## src/rtl/irq_pending_sequencer.sv

```systemverilog
// Edge-capturing interrupt pending register with priority selection (bit 7 highest)
// and a valid/ready grant port that clears the serviced line on acceptance.
module irq_pending_sequencer #(
  parameter int N      = 8,
  parameter int CODE_W = 3,
  parameter int CNT_W  = 8
) (
  input  logic              clk,
  input  logic              rst,
  input  logic [N-1:0]      req_in,
  input  logic [N-1:0]      mask,
  output logic [CODE_W-1:0] out_code,
  output logic              out_valid,
  input  logic              out_ready,
  output logic [N-1:0]      pending,
  output logic [CNT_W-1:0]  drop_cnt
);

  typedef enum logic {IDLE, PRESENT} state_t;

  state_t            state;
  state_t            state_nxt;
  logic [N-1:0]      req_d;
  logic [N-1:0]      rise;
  logic [N-1:0]      elig;
  logic [N-1:0]      clr;
  logic [N-1:0]      drop_bits;
  logic [N-1:0]      pending_nxt;
  logic [CODE_W-1:0] sel_code;
  logic              accept;

  function automatic logic [CODE_W-1:0] msb_index(input logic [N-1:0] v);
    msb_index = '0;
    for (int i = 0; i < N; i++)
      if (v[i]) msb_index = CODE_W'(i);
  endfunction

  function automatic logic [CODE_W:0] popcount(input logic [N-1:0] v);
    popcount = '0;
    for (int i = 0; i < N; i++)
      popcount = popcount + (CODE_W+1)'(v[i]);
  endfunction

  function automatic logic [CNT_W-1:0] sat_add(input logic [CNT_W-1:0] a,
                                               input logic [CODE_W:0]  b);
    logic [CNT_W:0] s;
    s = {1'b0, a} + (CNT_W+1)'(b);
    sat_add = s[CNT_W] ? '1 : s[CNT_W-1:0];
  endfunction

  assign accept      = out_valid & out_ready;
  assign rise        = req_in & ~req_d;
  assign clr         = accept ? ({{(N-1){1'b0}}, 1'b1} << out_code) : '0;
  // A rise on the line being cleared re-pends it rather than counting as a drop.
  assign drop_bits   = rise & pending & ~clr;
  assign pending_nxt = (pending & ~clr) | rise;
  assign elig        = pending & ~mask;
  assign sel_code    = msb_index(elig);

  always_ff @(posedge clk) begin
    if (rst) begin
      req_d    <= '0;
      pending  <= '0;
      drop_cnt <= '0;
    end else begin
      req_d    <= req_in;
      pending  <= pending_nxt;
      drop_cnt <= sat_add(drop_cnt, popcount(drop_bits));
    end
  end

  always_ff @(posedge clk) begin
    if (rst) begin
      state    <= IDLE;
      out_code <= '0;
    end else begin
      state <= state_nxt;
      if (state == IDLE && elig != '0)
        out_code <= sel_code;
    end
  end

  always_comb begin
    state_nxt = state;
    case (state)
      IDLE:    if (elig != '0) state_nxt = PRESENT;
      PRESENT: if (out_ready)  state_nxt = IDLE;
      default: state_nxt = IDLE;
    endcase
  end

  always_comb begin
    out_valid = (state == PRESENT);
  end

endmodule
```

## config.mk

```make
export PLATFORM = sky130hd
export DESIGN_NAME = irq_pending_sequencer
export DESIGN_NICKNAME = d
export VERILOG_FILES = /design/src/rtl/irq_pending_sequencer.sv
export SDC_FILE = /design/constraint.sdc
export NUM_CORES = 1
export LEC_CHECK = 0
export ABC_AREA = 1
export BUFFER_PORTS_ARGS = -buffer_cell sky130_fd_sc_hd__buf_2
export CAP_MARGIN = 30
export CELL_PAD_IN_SITES_DETAIL_PLACEMENT = 1
export CELL_PAD_IN_SITES_GLOBAL_PLACEMENT = 2
export CORE_MARGIN = 2
export CORE_UTILIZATION = 31
export CTS_CLUSTER_SIZE = 14
export DETAILED_ROUTE_END_ITERATION = 10
export PLACE_DENSITY = 0.79
export SLEW_MARGIN = 0
export SYNTH_ARGS = -nofsm -noshare
export SYNTH_HDL_FRONTEND = slang
export SYNTH_SLANG_ARGS = --single-unit
export TNS_END_PERCENT = 100
```

## constraint.sdc

```tcl
create_clock -name clk -period 9.68 [get_ports clk]
set_input_delay 0.968 -clock clk [delete_from_list [all_inputs] [get_ports clk]]
set_output_delay 0.968 -clock clk [all_outputs]
set_load 0.01 [all_outputs]
```

# Word-level counts from Yosys, hierarchy flattened
# Cells that the tools add are included.
dict set report totals {
  reg_bits 28
  word_cells 39
  input_bits 19
  output_inout_bits 20
}
dict set report op_classes {
  bitwise 11
  shifts 1
  addsub 8
  mux 12
  n_reduce_logical 2
}
# operator count
set ops {}
lappend ops {{$and 8x8->8} 5}
lappend ops {{$not 8->8} 3}
lappend ops {{$add 4x1->4} 4}
lappend ops {{$mux 8} 2}
lappend ops {{$mux 3} 5}
lappend ops {{$add 8x4->9} 1}
lappend ops {{$or 8x8->8} 1}
lappend ops {{$reduce_bool 8->1} 1}
lappend ops {{$shl 1x3->8 const A} 1}
lappend ops {{$add 3x1->4} 1}
lappend ops {{$add 2x1->3} 1}
lappend ops {{$mux 1} 3}
lappend ops {{$add 1x1->2} 1}
lappend ops {{$mux 2} 1}
lappend ops {{$pmux 1 s2} 1}
lappend ops {{$and 1x1->1} 1}
lappend ops {{$logic_and 1x1->1} 1}
lappend ops {{$not 1->1} 1}

# Longest topological paths before layout
dict set report depth {
  depth_word 13
  depth_mapped 19
  mapped_depth_nobuf 19
}

# Worst setup path before layout
# Ideal clock, no wire load.
dict set report synth_path {
  path_type {input to register}
  startpoint {in out_ready}
  endpoint {reg drop_cnt[5]}
  t_required_ns 9.571
  arrival_ns 4.268
  n_path_buf 0
  slack_ns 5.303
  path_stages 18
  setup_time_ns 0.109
  path_cell_list {nand2_1 > nor2_1 > nand2_1 > nand2_1 > nor2_1 > fa_1 > inv_1 > fa_1 > inv_1 > fa_1 > fa_1 > fa_1 > nand3_1 > nand2_2 > nand3_4 > nand3_1 > nand2_1 > inv_1}
}
dict set report synth_via {
  elab_chain_len 13
}
# element line
set synth_rtl {}
lappend synth_rtl {{from (decl)} 14} ;# input logic out_ready,
lappend synth_rtl {{$and 1x1->1 *} 51} ;# assign accept = out_valid & out_ready;
lappend synth_rtl {{$mux 8 *} 53} ;# assign clr = accept ? ({{(N-1){1'b0}}, 1'b1} << out_code) : '0;
lappend synth_rtl {{$not 8->8 *} 55} ;# assign drop_bits = rise & pending & ~clr;
lappend synth_rtl {{$and 8x8->8 *} 55}
lappend synth_rtl {{$add 1x1->2} 41} ;# popcount = popcount + (CODE_W+1)'(v[i]);
lappend synth_rtl {{$add 2x1->3} 41}
lappend synth_rtl {{$add 3x1->4} 41}
lappend synth_rtl {{$add 4x1->4 (3 in a row)} 41}
lappend synth_rtl {{$add 4x1->4 *} 41}
lappend synth_rtl {{$add 8x4->9 *} 47} ;# s = {1'b0, a} + (CNT_W+1)'(b);
lappend synth_rtl {{$mux 8 *} 48} ;# sat_add = s[CNT_W] ? '1 : s[CNT_W-1:0];
lappend synth_rtl {{to (signal assigned)} 68} ;# drop_cnt <= sat_add(drop_cnt, popcount(drop_bits));
lappend synth_rtl {{to (decl)} 16} ;# output logic [CNT_W-1:0] drop_cnt
# Every way passes the cells marked *; elsewhere a longest branch is shown, timed or not.
# A chain may end at the register's enable or synchronous reset.

# Final worst setup path
# Ends and elaborated chain as after synthesis.

==> results.sh <==
export IMPL_outcome="completed"
export IMPL_postRouteWirelength_um=3680
export IMPL_vias=1365
export IMPL_syn_inst=206
export IMPL_setup_viol=0
export IMPL_tightest_slew_ns=0.425
export IMPL_yosysTopAreaCell="dfxtp_1"
export IMPL_holdWs_ns=0.515
export IMPL_clock_path_buffers=2
export IMPL_cts_tree="done"
export IMPL_netSwitchingPower_mw=0.100
export IMPL_dieArea_um2=5510
export IMPL_initial_utilization_pct=32.3
export IMPL_setup_ws_ns=5.27
export IMPL_synthArstFlopShare_pct=0
export IMPL_setup_tns_ns=0
export IMPL_startpoint_type="input port"
export IMPL_p_int_mw=0.202
export IMPL_skew_ns=0.00467
export IMPL_stdcell_count=312
export IMPL_cts_root_buf="clkbuf_8"
export IMPL_syn_area_um2=1530
export IMPL_power_density_nw_per_um2=164
export IMPL_htreeDepth=1
export IMPL_ant_nets=0
export IMPL_ir_drop_mv=0.0881
export IMPL_crit_arrival_ns=4.60
export IMPL_cp_required_ns=9.86
export IMPL_grt_max_degree=23
export IMPL_post_cts_buffers=0
export IMPL_n_antenna_cell=0
export IMPL_max_slew_margin_rel_pct=71.7
export IMPL_drc=0
export IMPL_place_ws_ns=4.93
export IMPL_finalCritPeriodShare_pct=45.6
export IMPL_netSwitchingFraction_pct=33.1
export IMPL_cts_buffers=3
export IMPL_reg2reg_slack_ns=5.61
export IMPL_synth_edf_count=0
export IMPL_grt_ovfl_total=0
export IMPL_clock_sinks=28
export IMPL_io_pins=39
export IMPL_portBuffers=38
export IMPL_avgSynthCellArea_um2=7.42
export IMPL_areaGrowthSynthToFinish_pct=20.3
export IMPL_dp_final_hpwl_um=3130
export IMPL_ys_seq_area_share_pct=36.7
export IMPL_power_share_sequential_pct=45.0
export IMPL_ys_flop_type="dfxtp_1"
export IMPL_period_minus_slack_ns=4.41
export IMPL_slew_violations=0
export IMPL_clock_latency_ns=0.27
export IMPL_clock_power_share_pct=24.3
export IMPL_syn_nets=236
export IMPL_yosysTopAreaCellShare_pct=36.7
export IMPL_first_global_vias=1370
export IMPL_endpoint_kind="register"
export IMPL_viasPerCell=4.38
export IMPL_rows=25
export IMPL_die_h_um=74.2
export IMPL_rsz0062_at_grt="false"
export IMPL_power_leakage_nw=1.02
export IMPL_drive_gt1_share_pct=26.5
export IMPL_wl_per_cell_um=11.8
export IMPL_fin_nets=276
export IMPL_grt_first_pass_wirelength_um=6200
export IMPL_gp_congestion=0.777
export IMPL_cts_hold_repair_buffers=0
export IMPL_ys_ff_latch=28
export IMPL_first_iter_violations=31
export IMPL_hold_violations=0
export IMPL_clk_pin_slew_ns=0.10
export IMPL_synth_warning_count=0
export IMPL_yosysUniqueCellTypes=27
export IMPL_hold_path_class="register to register"
export IMPL_pwr_share_comb_pct=30.7
export IMPL_firstDrtPassIters=4
export IMPL_worstPathMaxFanout=6
export IMPL_die_w_um=74.2
export IMPL_ctsResizeCount=0
export IMPL_max_freq_mhz=227
export IMPL_track_usage_pct=14.8
export IMPL_fillCellCount=612
export IMPL_fp_coreArea_um2=4720
export IMPL_grt_antenna_before_repair=0
export IMPL_criticalPathCategory="input port to register"
export IMPL_synth_area_leaders="dfxtp_1 37%, nand2_1 10%, inv_1 8.8%"
export IMPL_dp_cells=308
export IMPL_max_cap_violations=0
-- cell usage after synthesis, types with 2 or more instances --
cell / count
a21oi_1: 14
a31oi_1: 2
dfxtp_1: 28
fa_1: 5
ha_1: 6
inv_1: 36
nand2_1: 42
nand2_2: 7
nand3_1: 11
nor2_1: 27
nor2_2: 2
o21ai_0: 4
or2_2: 8
-- critical path, stage by stage --
cell	delay (ns)
buf_2	0.09
nand2_1	0.08
nor2_1	0.18
nand2_1	0.08
nand2_1	0.09
nor2_1	0.08
fa_1	0.50
inv_1	0.05
fa_1	0.52
inv_1	0.06
fa_1	0.51
fa_1	0.47
fa_1	0.42
nand3_1	0.11
nand2_2	0.11
nand3_4	0.11
nand3_1	0.08
nand2_1	0.06
inv_1	0.04
-- sequential cells by signal, indices dropped and copies added (netlist names) --
signal,flops
out_code,3
drop_cnt,8
pending,8
out_valid,1
req_d,8
-- per-layer routing --
| metal | share of wire (%) | track usage, % |
|---|---|---|
| met3 | 3.1 | 2.03 |
| met2 | 49 | 26.5 |
| met1 | 47 | 18.5 |
| met4 | 0.92 | 4.24 |
| met5 | 0 | 0 |
-- through the flow --
| stage | util [%] | area, um2 | total power, mW |
|---|---|---|---|
| after floorplan | - | 1530 | 0.202 |
| final | 38.9 | 1840 | 0.302 |
| after global routing | 38.9 | 1840 | 0.328 |
| after global placement | 37.7 | 1780 | 0.232 |
| after CTS | 38.9 | 1840 | 0.309 |
| after detailed placement | 37.7 | 1780 | 0.233 |
-- power by group through the flow --
| stage | registers (mW) | clock network (mW) | logic, mW |
|---|---|---|---|
| floorplan | 0.142 | 0 | 0.0598 |
| global placement | 0.139 | 0 | 0.0931 |
| detailed placement | 0.139 | 0 | 0.0940 |
| CTS | 0.137 | 0.0768 | 0.0959 |
| global route | 0.138 | 0.0821 | 0.107 |
| finish | 0.136 | 0.0734 | 0.0929 |
-- layout make-up --
class / instances / area (um2) / area share [%]
Multi-Input combinational cell: 139 / 813 / 44.2
Tap cell: 67 / 83.8 / 4.56
Inverter: 36 / 135 / 7.35
Clock buffer: 4 / 55.1 / 3.00
Timing Repair Buffer: 38 / 190 / 10.3
Sequential cell: 28 / 561 / 30.5
-- cell usage in the layout, fill, tap and decap left out --
master	Yosys	routed
a21oi_2	1	1
nand2_4	1	1
nand2_2	7	7
nor2_2	2	2
o31ai_1	1	1
inv_1	36	36
a21oi_1	14	14
or2_2	8	8
ha_1	6	6
fa_1	5	5
nand3_4	1	1
clkbuf_8	0	4
nand3_2	1	1
a31oi_1	2	2
xor2_1	1	1
xnor2_1	1	1
o211ai_1	1	1
buf_2	0	38
or2_4	1	1
nand4_1	1	1
dfxtp_1	28	28
o21ai_0	4	4
nor2_1	27	27
nand2_1	42	42
nand3b_4	1	1
nand3_1	11	11
-- worst paths after layout --
path,cells after the start,start,end
worst max register to register,18,out_valid,drop_cnt[5]
worst min register to register,2,req_d[1],pending[1]
worst min-delay path,2,req_d[1],pending[1]
worst max-delay path,19,out_ready,drop_cnt[5]
-- cells by family (layout without fill, tap and decap cells) --
logic type / after synthesis / after routing / share of synthesized area [%]
compound gates: 23 / 23 / 8.27
xor+xnor: 2 / 2 / 1.15
fa+ha+maj: 11 / 11 / 11.5
buf+inv: 39 / 78 / 10.1
flops: 28 / 28 / 36.7
simple gates: 103 / 103 / 32.4
Power figures use the tool's default switching activity.
